==> config.mk <==
export PLATFORM = sky130hd
export DESIGN_NAME = limb_add_stream_flat
export DESIGN_NICKNAME = d
export VERILOG_FILES = /design/src/rtl/limb_add_stream_if.sv /design/src/rtl/limb_add_stream.sv /design/src/flat_wrapper.sv
export SDC_FILE = /design/constraint.sdc
export NUM_CORES = 1
export LEC_CHECK = 0
export ABC_AREA = 1
export BUFFER_PORTS_ARGS = -buffer_cell sky130_fd_sc_hd__buf_4
export CAP_MARGIN = 20
export CORE_AREA = 2 2 39 41
export CTS_CLUSTER_SIZE = 10
export DETAILED_ROUTE_END_ITERATION = 8
export DIE_AREA = 0 0 41 43
export GPL_ROUTABILITY_DRIVEN = 0
export GPL_TIMING_DRIVEN = 0
export HOLD_SLACK_MARGIN = 0.08
export PLACE_DENSITY_LB_ADDON = 0.05
export SLEW_MARGIN = 10
export SYNTH_ARGS = -nofsm -noshare
export SYNTH_HDL_FRONTEND = slang
export SYNTH_SLANG_ARGS = --single-unit
==> constraint.sdc <==
create_clock -name clk -period 8.2 [get_ports clk]
set_clock_uncertainty 0.15 [all_clocks]
set_input_delay 1.23 -clock clk [delete_from_list [all_inputs] [get_ports clk]]
set_output_delay 1.23 -clock clk [all_outputs]
set_load 0.01 [all_outputs]
==> src/rtl/limb_add_stream_if.sv <==
// ============================================================================
// limb_add_stream_if : input/output limb streams of the streaming adder
// Rev 1.0
// ============================================================================
`default_nettype none

interface limb_add_stream_if #(
  parameter int DATA_WIDTH = 4
);
  logic [DATA_WIDTH-1:0] in_a;
  logic [DATA_WIDTH-1:0] in_b;
  logic                  in_ci;
  logic                  in_sub;
  logic                  in_last;
  logic                  in_vld;
  logic                  in_rd;
  logic [DATA_WIDTH-1:0] out_s;
  logic                  out_co;
  logic                  out_last;
  logic                  out_vld;
  logic                  out_rd;

  modport master (
    output in_a, in_b, in_ci, in_sub, in_last, in_vld, out_rd,
    input  in_rd, out_s, out_co, out_last, out_vld
  );

  modport slave (
    input  in_a, in_b, in_ci, in_sub, in_last, in_vld, out_rd,
    output in_rd, out_s, out_co, out_last, out_vld
  );
endinterface

`default_nettype wire

==> src/rtl/limb_add_stream.sv <==
// ============================================================================
// limb_add_stream : multi-limb streaming add/sub, LS limb first, 1-clk latency
// Rev 1.0
// ============================================================================
`default_nettype none

module limb_add_stream #(
  parameter int DATA_WIDTH = 4
) (
  input  wire logic        clk,
  input  wire logic        rst_n,
  limb_add_stream_if.slave bus
);

  typedef enum logic [0:0] {
    ST_FIRST = 1'b0,
    ST_MID   = 1'b1
  } state_t;

  state_t                state;
  logic                  carry;
  logic                  sub_q;
  logic [DATA_WIDTH-1:0] s_q;
  logic                  co_q;
  logic                  last_q;
  logic                  vld_q;

  logic                  accept;
  logic                  sub_eff;
  logic                  cin;
  logic [DATA_WIDTH-1:0] b_x;
  logic [DATA_WIDTH-1:0] sum;
  logic [DATA_WIDTH:0]   c;

  assign bus.in_rd    = !vld_q | bus.out_rd;
  assign bus.out_s    = s_q;
  assign bus.out_co   = co_q;
  assign bus.out_last = last_q;
  assign bus.out_vld  = vld_q;

  assign accept  = bus.in_vld & bus.in_rd;
  // Operation and external carry are taken from the first limb only.
  assign sub_eff = (state == ST_FIRST) ? bus.in_sub : sub_q;
  assign cin     = (state == ST_FIRST) ? (bus.in_ci ^ bus.in_sub) : carry;
  assign b_x     = bus.in_b ^ {DATA_WIDTH{sub_eff}};
  assign c[0]    = cin;

  generate
    for (genvar i = 0; i < DATA_WIDTH; i++) begin : g_fa
      assign sum[i]   = bus.in_a[i] ^ b_x[i] ^ c[i];
      assign c[i+1]   = (bus.in_a[i] & b_x[i]) | (c[i] & (bus.in_a[i] ^ b_x[i]));
    end
  endgenerate

  always_ff @(posedge clk or negedge rst_n) begin
    if (!rst_n) begin
      state  <= ST_FIRST;
      carry  <= 1'b0;
      sub_q  <= 1'b0;
      s_q    <= '0;
      co_q   <= 1'b0;
      last_q <= 1'b0;
      vld_q  <= 1'b0;
    end else if (accept) begin
      s_q    <= sum;
      co_q   <= bus.in_last ? c[DATA_WIDTH] : 1'b0;
      last_q <= bus.in_last;
      vld_q  <= 1'b1;
      sub_q  <= sub_eff;
      // Clearing carry at packet end keeps packets independent.
      carry  <= bus.in_last ? 1'b0 : c[DATA_WIDTH];
      state  <= bus.in_last ? ST_FIRST : ST_MID;
    end else if (bus.out_rd) begin
      vld_q  <= 1'b0;
    end
  end

endmodule

`default_nettype wire
==> src/flat_wrapper.sv <==
// flat-port wrapper written by rule: the top's interface ports become plain ports
module limb_add_stream_flat 
#(
  parameter int DATA_WIDTH = 4
)
  (clk, rst_n, bus_in_a, bus_in_b, bus_in_ci, bus_in_sub, bus_in_last, bus_in_vld, bus_out_rd, bus_in_rd, bus_out_s, bus_out_co, bus_out_last, bus_out_vld);
  limb_add_stream_if #(.DATA_WIDTH(DATA_WIDTH)) bus_i ();
  input  wire logic clk;
  input  wire logic rst_n;
  input wire logic [$bits(bus_i.in_a)-1:0] bus_in_a;
  input wire logic [$bits(bus_i.in_b)-1:0] bus_in_b;
  input wire logic [$bits(bus_i.in_ci)-1:0] bus_in_ci;
  input wire logic [$bits(bus_i.in_sub)-1:0] bus_in_sub;
  input wire logic [$bits(bus_i.in_last)-1:0] bus_in_last;
  input wire logic [$bits(bus_i.in_vld)-1:0] bus_in_vld;
  input wire logic [$bits(bus_i.out_rd)-1:0] bus_out_rd;
  output wire logic [$bits(bus_i.in_rd)-1:0] bus_in_rd;
  output wire logic [$bits(bus_i.out_s)-1:0] bus_out_s;
  output wire logic [$bits(bus_i.out_co)-1:0] bus_out_co;
  output wire logic [$bits(bus_i.out_last)-1:0] bus_out_last;
  output wire logic [$bits(bus_i.out_vld)-1:0] bus_out_vld;
  assign bus_i.in_a = bus_in_a;
  assign bus_i.in_b = bus_in_b;
  assign bus_i.in_ci = bus_in_ci;
  assign bus_i.in_sub = bus_in_sub;
  assign bus_i.in_last = bus_in_last;
  assign bus_i.in_vld = bus_in_vld;
  assign bus_i.out_rd = bus_out_rd;
  assign bus_in_rd = bus_i.in_rd;
  assign bus_out_s = bus_i.out_s;
  assign bus_out_co = bus_i.out_co;
  assign bus_out_last = bus_i.out_last;
  assign bus_out_vld = bus_i.out_vld;
  limb_add_stream #(.DATA_WIDTH(DATA_WIDTH)) u_core (.clk(clk), .rst_n(rst_n), .bus(bus_i));
endmodule
Yosys cells after proc, flatten, opt, wreduce, memory -nomap -nowiden

Cells that the tools add are included.

Register bits: 10
Input port bits: 15
Output and inout bits: 8
Word-level logic and storage cells: 40

Mux-type cells: 7
Bitwise gates (word level): 24
Reduce and logical (&&, ||, !) cells: 2

Operators with widths:

| operator           | count |
|---|---|
| $and A1 B1 Y1      | 9 |
| $xor A1 B1 Y1      | 9 |
| $mux W1            | 7 |
| $or A1 B1 Y1       | 5 |
| $xor A4 B4 Y4      | 1 |
| $reduce_bool A2 Y1 | 1 |
| $logic_not A1 Y1   | 1 |

Logic depth before layout (Yosys ltp)

Depth after elaboration: 12
Depth in mapped cells: 12
Mapped depth without buffers: 12

Worst setup path before layout

Ideal clock, no wire load.

Path type: in2reg
Start: input port bus_in_sub
End: register u_core.s_q[3], in the netlist u_core.bus.out_s[3]
Library setup time: 0.117 ns
Data arrival time: 3.266 ns
Required time: 7.933 ns
Setup slack: 4.667 ns
Stages: 10
Buffers on the path: 0
Cells stage by stage: nand2_2 > nand2_4 > nand2_1 > nand2_1 > fa_1 > fa_1 > fa_1 > fa_1 > nand3b_1 > nand2_1

Word-level cells in the longest chain between the ends: 10
Elaborated cells on any way between the ends: 18
Classes of those cells: mux (2); bitwise (16)

RTL lines:

| element                | line                  | text |
|---|---|---|
| start: declaration     | flat_wrapper.sv:13    | `input wire logic [$bits(bus_i.in_sub)-1:0] bus_in_sub;` |
| $mux W1                | limb_add_stream.sv:43 | `assign sub_eff = (state == ST_FIRST) ? bus.in_sub : sub_q;` |
| $xor A4 B4 Y4          | limb_add_stream.sv:45 | `assign b_x = bus.in_b ^ {DATA_WIDTH{sub_eff}};` |
| $xor A1 B1 Y1          | limb_add_stream.sv:51 | `assign c[i+1] = (bus.in_a[i] & b_x[i]) \| (c[i] & (bus.in_a[i] ^ b_x[i]));` |
| $and A1 B1 Y1          | limb_add_stream.sv:51 |  |
| $or A1 B1 Y1           | limb_add_stream.sv:51 |  |
| $and A1 B1 Y1          | limb_add_stream.sv:51 |  |
| $or A1 B1 Y1           | limb_add_stream.sv:51 |  |
| $and A1 B1 Y1          | limb_add_stream.sv:51 |  |
| $or A1 B1 Y1           | limb_add_stream.sv:51 |  |
| $xor A1 B1 Y1 *        | limb_add_stream.sv:50 | `assign sum[i] = bus.in_a[i] ^ b_x[i] ^ c[i];` |
| end signal: assignment | limb_add_stream.sv:65 | `s_q <= sum;` |
| end: declaration       | limb_add_stream.sv:23 | `logic [DATA_WIDTH-1:0] s_q;` |

Every way passes the cells marked *; elsewhere a longest branch is shown, timed or not.
A chain may end at the register's enable or synchronous reset.

Worst setup path in the final report

Same ends and word-level chain as after synthesis.

==> key figures <==
Logic synthesis
  • Leading area contributor after synthesis: dfrtp_1
  • Post-synthesis cell area: 656 sq um
  • Post-synthesis sequential area ratio: 38.2%
  • Share of Yosys cell area claimed by the top area cell type: 38.2%
  • Post-synthesis register bit count: 10
  • Average cell area after synthesis: between 8 and 9 sq um
  • Synth area leaders: dfrtp_1, nand2_1, fa_1, nand3b_1, inv_1
  • Syn Inst Count: 80
  • Synth warnings: 0
  • Post-synth net total: slightly below 100
  • Number of distinct library cells after synthesis: 13

Min path
  • WHS Endpoint: u_core.bus.out_last$_DFFE_PN0P_
  • Worst Hold Class: flip-flop to flip-flop
  • Worst Hold Launch: u_core.bus.out_last$_DFFE_PN0P_
  • Hold Path Cell Cnt: 2

Clocking
  • Post CTS Setup Buffer Count: 0
  • # H-tree levels: 1
  • CTS buffer count: 3
  • CTS Hold Bufs: 0
  • CTS tree: yes
  • Clk_lat worst skew: 0.26 ns
  • TritonCTS Sinks: 10
  • Post-CTS sizing: 0
  • CTS root buf: clkbuf_4
  • Clock buffer depth: 2
  • Clock slew at reported path FFs: 0.07 ns

Detailed routing
  • Detailed Route WL: 1170 microns
  • First-pass DRT Iterations: 4
  • Wire per inst: around 9.7 microns
  • DR DRC count: 0
  • Via Count: 561
  • Number of DRC markers in iteration 0: 11
  • Final ANT Viol Nets: 0
  • Vias per cell: about 4.6

Worst setup path
  • Crit path DAT: 3.49 ns
  • RR Endpoint: u_core.bus.out_s[3]$_DFFE_PN0P_
  • Worst setup EP type: flip-flop
  • Critical path class: input pin to flip-flop
  • Max incr delay on CP: approximately 0.48 ns
  • R2R setup slack: 5.33 ns
  • Crit path max-delay cell type: fa_1
  • CP Cell Sequence: buf_4 > nand2_2 > nand2_4 > nand2_1 > nand2_1 > fa_1 > fa_1 > fa_1 > fa_1 > nand3b_1 > nand2_1
  • Kind of start point of the critical path: input pin
  • Reg-to-reg startpoint: u_core.state$_DFFE_PN0P_
  • CP most frequent cell: fa_1
  • Register-to-Register Path Depth: 10
  • Crit-path max FO: 5
  • CP required: around 8.2 ns

GRT
  • Overall routing resource usage: ~17%
  • First-pass GRT wire length: around 2000 microns
  • Antenna violations before repair: 0
  • Grt ovf: 0
  • Vias in the first global route: 511
  • Largest net degree at the start of global routing: 11

Timing
  • Slew headroom: 85.3%
  • RSZ-0062 raised after global routing: no
  • Max-slew violations: 0
  • # setup viols final: 0
  • FMAX: 0.288 GHz
  • Final min period: 3.48 ns
  • Final hold vios: 0
  • Worst Tran Pin Value: 0.220 ns
  • Hold_ws: ~0.32 ns
  • TNS Setup: 0 ns
  • Final period util: 42.4%

Flow run
  • Max_cap viols: 0

Floorplanning
  • Initial core utilization: 47.4%
  • IO Pins: 23
  • CORE AREA: 1380 sq um
  • Die Width: 41 microns
  • Cell Rows: 14
  • Overall die height: 43 microns
  • DIE AREA: 1760 sq um

Placement
  • Post-Place Cell Area: 833 sq um
  • Inst Count DP: 117
  • Hpwl dp: 962 microns
  • # port buffers: 21

Outcome
  • Status: complete, no violations

Pwr
  • Worst vdd ir: 74.2 uV
  • Pleak: a little under 0.0005 uW
  • Power per Cell Area: 197 nW/um^2

Cells and area
  • Area delta synth->final: 32.6%
  • Final nets: 125
  • Fin cells: 121
  • ANT cells: 0
  • Ratio of cells with drive above 1 in the final layout: 31.4%
  • Final Instance Area: 870 sq um
cell families after synthesis:
family,share of synthesized area (%)
AOI/OAI and AO/OA,1.34
adders and majority gates,12.2
buffers and inverters,9.16
DFF,38.2
and+or+nand+nor,39.1
per-stage QoR:
stage	power, uW	util, %	worst slack [ns]
6_report	172	62.8	4.72
5_1_grt	185	62.8	4.62
2_1_floorplan	102	-	4.67
3_5_place_dp	129	60.2	4.43
3_3_place_gp	127	60.2	4.43
4_1_cts	174	62.8	4.72
synth_stat cells, drive strengths merged:
master	n
fa	4
dfrtp	10
nor2	2
a21oi	1
inv	10
nand3b	8
buf	2
nand3	4
nand2	38
or2	1
how the worst max path moves through the flow:
| stage | startpoint | slack (ns) | cells after the start | endpoint |
|---|---|---|---|---|
| final | bus_in_sub | 4.72 | 11 | u_core.bus.out_s[3]$_DFFE_PN0P_ |
| after global routing | bus_in_sub | 4.62 | 12 | u_core.carry$_DFFE_PN0P_ |
| after CTS | bus_in_sub | 4.72 | 12 | u_core.carry$_DFFE_PN0P_ |
| after detailed placement | bus_in_sub | 4.43 | 12 | u_core.carry$_DFFE_PN0P_ |
| after global placement | bus_in_sub | 4.43 | 12 | u_core.bus.out_co$_DFFE_PN0P_ |
| after floorplan | bus_in_sub | 4.67 | 10 | u_core.bus.out_s[3]$_DFFE_PN0P_ |
cells in the final DEF, fill, tap and decap left out:
cell type,instances
nand2_1,34
nand2_2,3
clkbuf_8,1
buf_6,2
nand3_1,3
dfrtp_1,10
inv_1,10
buf_4,21
nor2_1,2
nand3b_1,8
or2_0,1
nand2_4,1
clkbuf_4,3
fa_1,4
a21oi_2,1
nand3_2,1
power breakdown:
group / total (uW) / internal [uW] / switching [uW]
sequential: 65.9 / 60.0 / 5.92
clock: 45.0 / 26.9 / 18.0
combinational: 60.8 / 31.2 / 29.6
sequential cells by signal, summed over array words and instances, names as in the netlist:
register and flops:
u_core.bus.out_co 1, u_core.bus.out_last 1, u_core.bus.out_s 4, u_core.bus.out_vld 1, u_core.carry 1, u_core.state 1
u_core.sub_q 1
critical path: cells and delay by family:
| kind | cells | cell delay (ns) |
|---|---|---|
| adder cells (fa/ha/maj) | 4 | 1.67 |
| buffers and inverters | 1 | 0.12 |
| AND/OR/NAND/NOR | 6 | 0.47 |
layer usage:
layer | global-route usage, % | routed length (microns) | up-vias
met5 | 0 | 0 | -
met4 | 12.0 | 22 | 0
met3 | 1.57 | 55 | 2
met2 | 25.3 | 579 | 17
met1 | 20.3 | 510 | 250
li1 | - | - | 292
layout make-up:
| cell class | instances | area [sq um] |
|---|---|---|
| Timing Repair Buffer | 21 | 158 |
| Buffer | 2 | 22.5 |
| Clock buffer | 4 | 36.3 |
| Inverter | 10 | 37.5 |
| Fill cell | 130 | 514 |
| Sequential cell | 10 | 250 |
| Multi-Input combinational cell | 58 | 345 |
| Tap cell | 16 | 20.0 |
(Power assumes the default switching activity.)
